[config.mk]
export PLATFORM = sky130hd
export DESIGN_NAME = uart_transmitter_flat
export DESIGN_NICKNAME = d
export VERILOG_FILES = /design/src/rtl/uart_transmitter_if.sv /design/src/rtl/uart_transmitter.sv /design/src/flat_wrapper.sv
export SDC_FILE = /design/constraint.sdc
export NUM_CORES = 1
export LEC_CHECK = 0
export ABC_AREA = 1
export ABC_CLOCK_PERIOD_IN_PS = 2700
export CAP_MARGIN = 20
export CORE_MARGIN = 5
export CORE_UTILIZATION = 60
export DETAILED_ROUTE_END_ITERATION = 10
export PLACE_DENSITY = 0.9
export SYNTH_ARGS = -nofsm -noshare
export SYNTH_HDL_FRONTEND = slang
export SYNTH_SLANG_ARGS = --single-unit
[constraint.sdc]
create_clock -name clk -period 2.7 [get_ports clk]
set_clock_uncertainty 0.2 [all_clocks]
set_input_delay 0.27 -clock clk [delete_from_list [all_inputs] [get_ports clk]]
set_output_delay 0.27 -clock clk [all_outputs]
set_load 0.1 [all_outputs]
[src/rtl/uart_transmitter_if.sv]
// Handshake and serial-line bundle between a byte source and uart_transmitter.
// The source side uses the master modport; the transmitter uses slave.
interface uart_transmitter_if;
    logic       tx_start;
    logic [7:0] tx_byte;
    logic       tx_ready;
    logic       tx_busy;
    logic       tx_done;
    logic       tx_data;

    modport master (
        output tx_start, tx_byte,
        input  tx_ready, tx_busy, tx_done, tx_data
    );

    modport slave (
        input  tx_start, tx_byte,
        output tx_ready, tx_busy, tx_done, tx_data
    );
endinterface

[src/rtl/uart_transmitter.sv]
// Serialises one byte: idle LOW, start HIGH, 8 data bits LSB first, stop LOW, BIT_CYCLES clocks per bit.
// Optional macro TX_HOLD_EN adds a one-byte holding register so the next byte can queue during a frame.
module uart_transmitter #(
    parameter int BIT_CYCLES = 10_000_001,
    parameter int CNT_W      = 32
) (
    input logic             clk,
    input logic             rst,
    uart_transmitter_if.slave bus
);

    typedef enum logic [1:0] {IDLE, START, DATA, STOP} state_t;

    localparam logic [CNT_W-1:0] CNT_LAST = CNT_W'(BIT_CYCLES - 1);
    localparam logic [CNT_W-1:0] CNT_PRE  = CNT_W'(BIT_CYCLES - 2);

    state_t           state;
    logic [CNT_W-1:0] cnt;
    logic [2:0]       bit_idx;
    logic [7:0]       shift;
    logic             busy;
    logic             done;
    logic             data;
    logic             ready;
    logic             accept;
    logic             bit_end;

`ifdef TX_HOLD_EN
    logic [7:0] hold;
    logic       hold_valid;
    logic       drain;

    assign ready = !hold_valid;
    assign drain = hold_valid && ((state == STOP && bit_end) || state == IDLE);
`else
    assign ready = !busy;
`endif

    assign accept  = bus.tx_start && ready;
    assign bit_end = (cnt == CNT_LAST);

    assign bus.tx_ready = ready;
    assign bus.tx_busy  = busy;
    assign bus.tx_done  = done;
    assign bus.tx_data  = data;

    // The line value for the coming clock is loaded together with each state change,
    // so tx_data is a plain register and bit boundaries never drift.
    always_ff @(posedge clk) begin
        if (rst) begin
            state   <= IDLE;
            cnt     <= '0;
            bit_idx <= '0;
            shift   <= '0;
            busy    <= 1'b0;
            done    <= 1'b0;
            data    <= 1'b0;
`ifdef TX_HOLD_EN
            hold       <= '0;
            hold_valid <= 1'b0;
`endif
        end else begin
            done <= 1'b0;
            case (state)
                IDLE: begin
                    data <= 1'b0;
                    cnt  <= '0;
                    if (accept) begin
                        shift <= bus.tx_byte;
                        state <= START;
                        busy  <= 1'b1;
                        data  <= 1'b1;
                    end
`ifdef TX_HOLD_EN
                    else if (hold_valid) begin
                        shift <= hold;
                        state <= START;
                        busy  <= 1'b1;
                        data  <= 1'b1;
                    end
`endif
                end
                START: begin
                    if (bit_end) begin
                        cnt     <= '0;
                        bit_idx <= '0;
                        state   <= DATA;
                        data    <= shift[0];
                    end else begin
                        cnt <= cnt + CNT_W'(1);
                    end
                end
                DATA: begin
                    if (bit_end) begin
                        cnt <= '0;
                        if (bit_idx == 3'd7) begin
                            state <= STOP;
                            data  <= 1'b0;
                        end else begin
                            shift   <= {1'b0, shift[7:1]};
                            bit_idx <= bit_idx + 3'd1;
                            data    <= shift[1];
                        end
                    end else begin
                        cnt <= cnt + CNT_W'(1);
                    end
                end
                STOP: begin
                    if (bit_end) begin
                        cnt <= '0;
`ifdef TX_HOLD_EN
                        if (hold_valid) begin
                            shift <= hold;
                            state <= START;
                            data  <= 1'b1;
                        end else begin
                            state <= IDLE;
                            busy  <= 1'b0;
                        end
`else
                        state <= IDLE;
                        busy  <= 1'b0;
`endif
                    end else begin
                        cnt <= cnt + CNT_W'(1);
                        if (cnt == CNT_PRE) begin
                            done <= 1'b1;
                        end
                    end
                end
                default: begin
                    state <= IDLE;
                end
            endcase
`ifdef TX_HOLD_EN
            // A new byte arriving on the drain edge wins, so hold_valid stays set.
            if (accept && busy) begin
                hold       <= bus.tx_byte;
                hold_valid <= 1'b1;
            end else if (drain) begin
                hold_valid <= 1'b0;
            end
`endif
        end
    end

endmodule

[src/flat_wrapper.sv]
// flat-port wrapper written by rule: the top's interface ports become plain ports
module uart_transmitter_flat 
#(
    parameter int BIT_CYCLES = 10_000_001,
    parameter int CNT_W      = 32
)
  (clk, rst, bus_tx_start, bus_tx_byte, bus_tx_ready, bus_tx_busy, bus_tx_done, bus_tx_data);
  uart_transmitter_if bus_i ();
  input logic clk;
  input logic rst;
  input wire logic [$bits(bus_i.tx_start)-1:0] bus_tx_start;
  input wire logic [$bits(bus_i.tx_byte)-1:0] bus_tx_byte;
  output wire logic [$bits(bus_i.tx_ready)-1:0] bus_tx_ready;
  output wire logic [$bits(bus_i.tx_busy)-1:0] bus_tx_busy;
  output wire logic [$bits(bus_i.tx_done)-1:0] bus_tx_done;
  output wire logic [$bits(bus_i.tx_data)-1:0] bus_tx_data;
  assign bus_i.tx_start = bus_tx_start;
  assign bus_i.tx_byte = bus_tx_byte;
  assign bus_tx_ready = bus_i.tx_ready;
  assign bus_tx_busy = bus_i.tx_busy;
  assign bus_tx_done = bus_i.tx_done;
  assign bus_tx_data = bus_i.tx_data;
  uart_transmitter #(.BIT_CYCLES(BIT_CYCLES), .CNT_W(CNT_W)) u_core (.clk(clk), .rst(rst), .bus(bus_i));
endmodule
==> summary by stage <==
Drt
The via-per-instance ratio is 5.40. The number of vias after detailed routing is 2594. The DRC violations left is 0.

The routed wire length per instance is 12.6 µm. After detailed routing, the total wire length is 6030 µm. The count of antenna-violating nets left after detailed routing is 0. The initial detailed-routing violation count is 242. The first detailed-routing pass ran for 5 iterations.

Run
The number of max-cap violations is 0.

Worst hold path
The worst hold path startpoint is u_core.shift[3]. The kind of path behind the tightest hold check is register to register.

Global route
The number of antenna violations at the first check in global routing is 0. The aggregate global routing overflow is 0. The via count of the first global-routing pass is 2427.

Entering global routing, the biggest net connects 29 pins. The overall track demand over capacity in global routing is 21.0%. The wire length of the first global-routing pass is 10500 µm.

Synthesis
The synthesized netlist devotes 41.7% of its cell area to simple gates. The count of state elements after synthesis is 48. Counting distinct cell types in the post-synthesis netlist gives 33. The cell accounting for the most synthesized area is sky130_fd_sc_hd__dfxtp_1. The total nets after synthesis is 428. The cell count after synthesis came out at 409. The proportion of register bits with asynchronous set or reset after synthesis is 0%.

The number of warnings reported in the yosys synthesis log is 0. By area, the combinational part of the netlist is dominated by simple AND/OR/NAND/NOR gates. The share of the synthesized area in the top cell type is 35.3%.

The average instance in the mapped netlist occupies 6.66 µm². The combined area of all synthesized cells is 2720 µm². Summing the areas of all fa, ha and maj instances in the mapped netlist gives 3.67% of the synthesized area. The compound-gate portion of the synthesized area is 8.68%. The commonest register cell after synthesis is sky130_fd_sc_hd__dfxtp_1. In this run, synthesis inferred 0 flip-flops with an integrated enable. The register area share after synthesis is 35.3%.

Sorting the synthesized cells by how often they occur yields sky130_fd_sc_hd__nand2_1, sky130_fd_sc_hd__nor2_1, sky130_fd_sc_hd__inv_1. The portion of netlist area occupied by mux cells is 0%. Among all cell types in the netlist, the one instantiated most often is sky130_fd_sc_hd__nand2_1. The post-synthesis xor/xnor area fraction is 2.25%.

By area the synthesized netlist is led by sky130_fd_sc_hd__dfxtp_1, sky130_fd_sc_hd__nand2_1, sky130_fd_sc_hd__nor2_1, sky130_fd_sc_hd__inv_1, sky130_fd_sc_hd__a21oi_1.

Power
Per report_power, the clock group accounts for 19.9% of the total. In this run, flip-flops and latches consume 37.7% of the power. IR analysis of the VDD net gives a maximum drop of 601 µV. The power consumption is 2.23 mW. Cell internal power was estimated by the tool at 1.28 mW. The proportion of total power due to net switching is 42.4%.

The combinational group share of total power is 42.4%. In this run the power spent charging and discharging nets is 0.945 mW. The analysis attributes to cell leakage a power of 1.15 nW. The areal power density over the cells is 740 nW/µm².

Outcome
The flow ran to the end, and the final reports show no timing, DRC or antenna violations.

Layout
The fraction of layout instances using a drive strength above 1 is 9.35%. From synthesis to final layout, the design area changed by 10.5%. The antenna diode instance count is 0.

The final non-filler cell total is 480. The number of nets at the end of the flow is 446. The post-route standard cell area excluding fillers is 3010 µm². Once layout is complete, the utilization of the core stands at 68.6%.

Floorplan
The die is 77.4 µm tall. 15 I/O pins were placed. The die width is 77.4 µm. The die covers 5990 µm². The total area inside the core boundary comes to 4380 µm². The starting density of the core is 62.1%.

The initialized floorplan defines 24 standard-cell rows.

STA
The transition time at the pin with the least slew margin is 0.576 ns. The number of slew-limit violations in the final report is 0. In the finished design, the share of the clock period the worst path needs comes to 79.0%.

The relative slew slack is 61.4%. For the final routed database, the setup TNS stands at 0 ns. The final-report hold violation count was 0. Setup repair after global routing left no endpoint under its margin. The final hold slack is 0.267 ns. The total of endpoints with negative setup slack in the final report is 0. For this run, the top clock speed supported by timing is 469 MHz.

The minimum clock period is 2.13 ns. The final worst setup slack is 0.567 ns.

Clock network
At the later pin of the worst-skew pair, clock insertion delay measures 0.31 ns. Clock-pin slew was measured on the worst setup and hold paths at 0.08 ns. The clock root buffer master is sky130_fd_sc_hd__clkbuf_8. The number of setup buffers added after CTS is 0. The TritonCTS clock tree is done.

CTS built an H-tree with a depth of 2. The number of gates resized after CTS was 0. The maximum buffer depth of the clock tree is 2. The number of clock buffers added by TritonCTS is 5.

Hold repair after CTS inserted 0 buffers. For this design, the sink count on the clock tree is 48.

Critical path
The endpoint arrival time on the critical path is 2.14 ns. The largest stage delay on the critical path is 0.37 ns. The cell seen most often among critical-path stages is sky130_fd_sc_hd__nand2_1. The critical path start-end classification is register to register. The type of element capturing the critical path is a register.

At the worst endpoint, the required time is 2.70 ns. The startpoint identified for the worst register-to-register timing path is u_core.state[0]. The largest fanout on the critical path is 10. The library cell contributing the largest single delay on the critical path is sky130_fd_sc_hd__dfxtp_1.

STA classifies the critical path startpoint as a register. The most critical setup path has its startpoint at u_core.state[0]. The critical path goes through inv_1, ha_1, buf_4, nand2_1, nand2_1, nor2_4, o21ai_0, nand2_1, nor2_1.

Place
Summed over all nets, the half-perimeter wirelength after detailed placement is 4620 µm. Including well taps, the total number of placed cells is 472. The count of buffers inserted at the top-level ports is 14.

The worst-case setup slack after placement is 0.621 ns. The routability-driven placement congestion ratio is 0.911. The post-placement cell area is 2920 µm².
final cells by class:
type	count	area (µm²)
tap	52	65.1
sequential	48	962
clock buffer	6	82.6
timing repair buffer	16	145
clock inverter	2	10.0
inverter	55	210
multi-input combinational	301	1530
fill	391	1380
worst max-delay path, delay by kind of cell (launching register included):
kind	cells	cell delay (ns)
buf+inv	2	0.31
compound gates	1	0.12
simple gates	5	0.70
flops	1	0.37
fa+ha+maj	1	0.34
flip-flops by register name, indices dropped and copies added (netlist names):
register and count:
u_core.cnt 32, u_core.shift 8, u_core.bit_idx 3, u_core.state 2, u_core.bus.tx_busy 1, u_core.bus.tx_data 1
u_core.bus.tx_done 1
cell usage in the layout, fill, tap and decap left out, drive strengths merged:
master	instances
nand3b	4
nor3b	1
nand4	13
o21ai	10
inv	53
o211a	1
xor2	5
nor4b	1
clkdlybuf4s50	10
or2	1
nor2	63
a211oi	1
clkinv	3
o221ai	1
nor3	14
clkbuf	6
o21a	2
ha	8
xnor2	2
buf	6
nand3	18
dfxtp	48
clkinvlp	1
a21oi	29
nand2	123
nor4	4
kinds of logic (layout without fill, tap and decap cells):
| kind of cell | after synthesis | count (layout) |
|---|---|---|
| xor gates and xnor gates | 7 | 7 |
| AOI/OAI and AO/OA | 44 | 44 |
| adders and majority gates | 8 | 8 |
| and+or+nand+nor | 242 | 242 |
| DFF | 48 | 48 |
| buffers and inverters | 60 | 79 |
worst paths after layout:
path | end | slack, ns | cells after the start
max | u_core.bit_idx[0] | 0.57 | 9
min reg2reg | u_core.shift[3] | 0.27 | 2
max reg2reg | u_core.bit_idx[0] | 0.57 | 9
min | u_core.shift[3] | 0.27 | 2
power groups by stage:
stage               combinational (mW)  clock, mW  sequential [mW]
floorplan                        0.664          0            0.932
global placement                 0.897          0            0.851
detailed placement               0.925          0            0.855
CTS                              0.936      0.455            0.839
global route                      1.04      0.499            0.852
finish                           0.944      0.444            0.840
metal layers:
| layer | GRT usage [%] | wire (µm) | up-vias |
|---|---|---|---|
| met2 | 36.2 | 2960 | 98 |
| met1 | 24.8 | 2530 | 1134 |
| met5 | 0 | 0 | - |
| li1 | - | - | 1342 |
| met4 | 8.76 | 153 | 0 |
| met3 | 4.98 | 387 | 20 |
No activity file was read; power rests on OpenSTA's default activity.
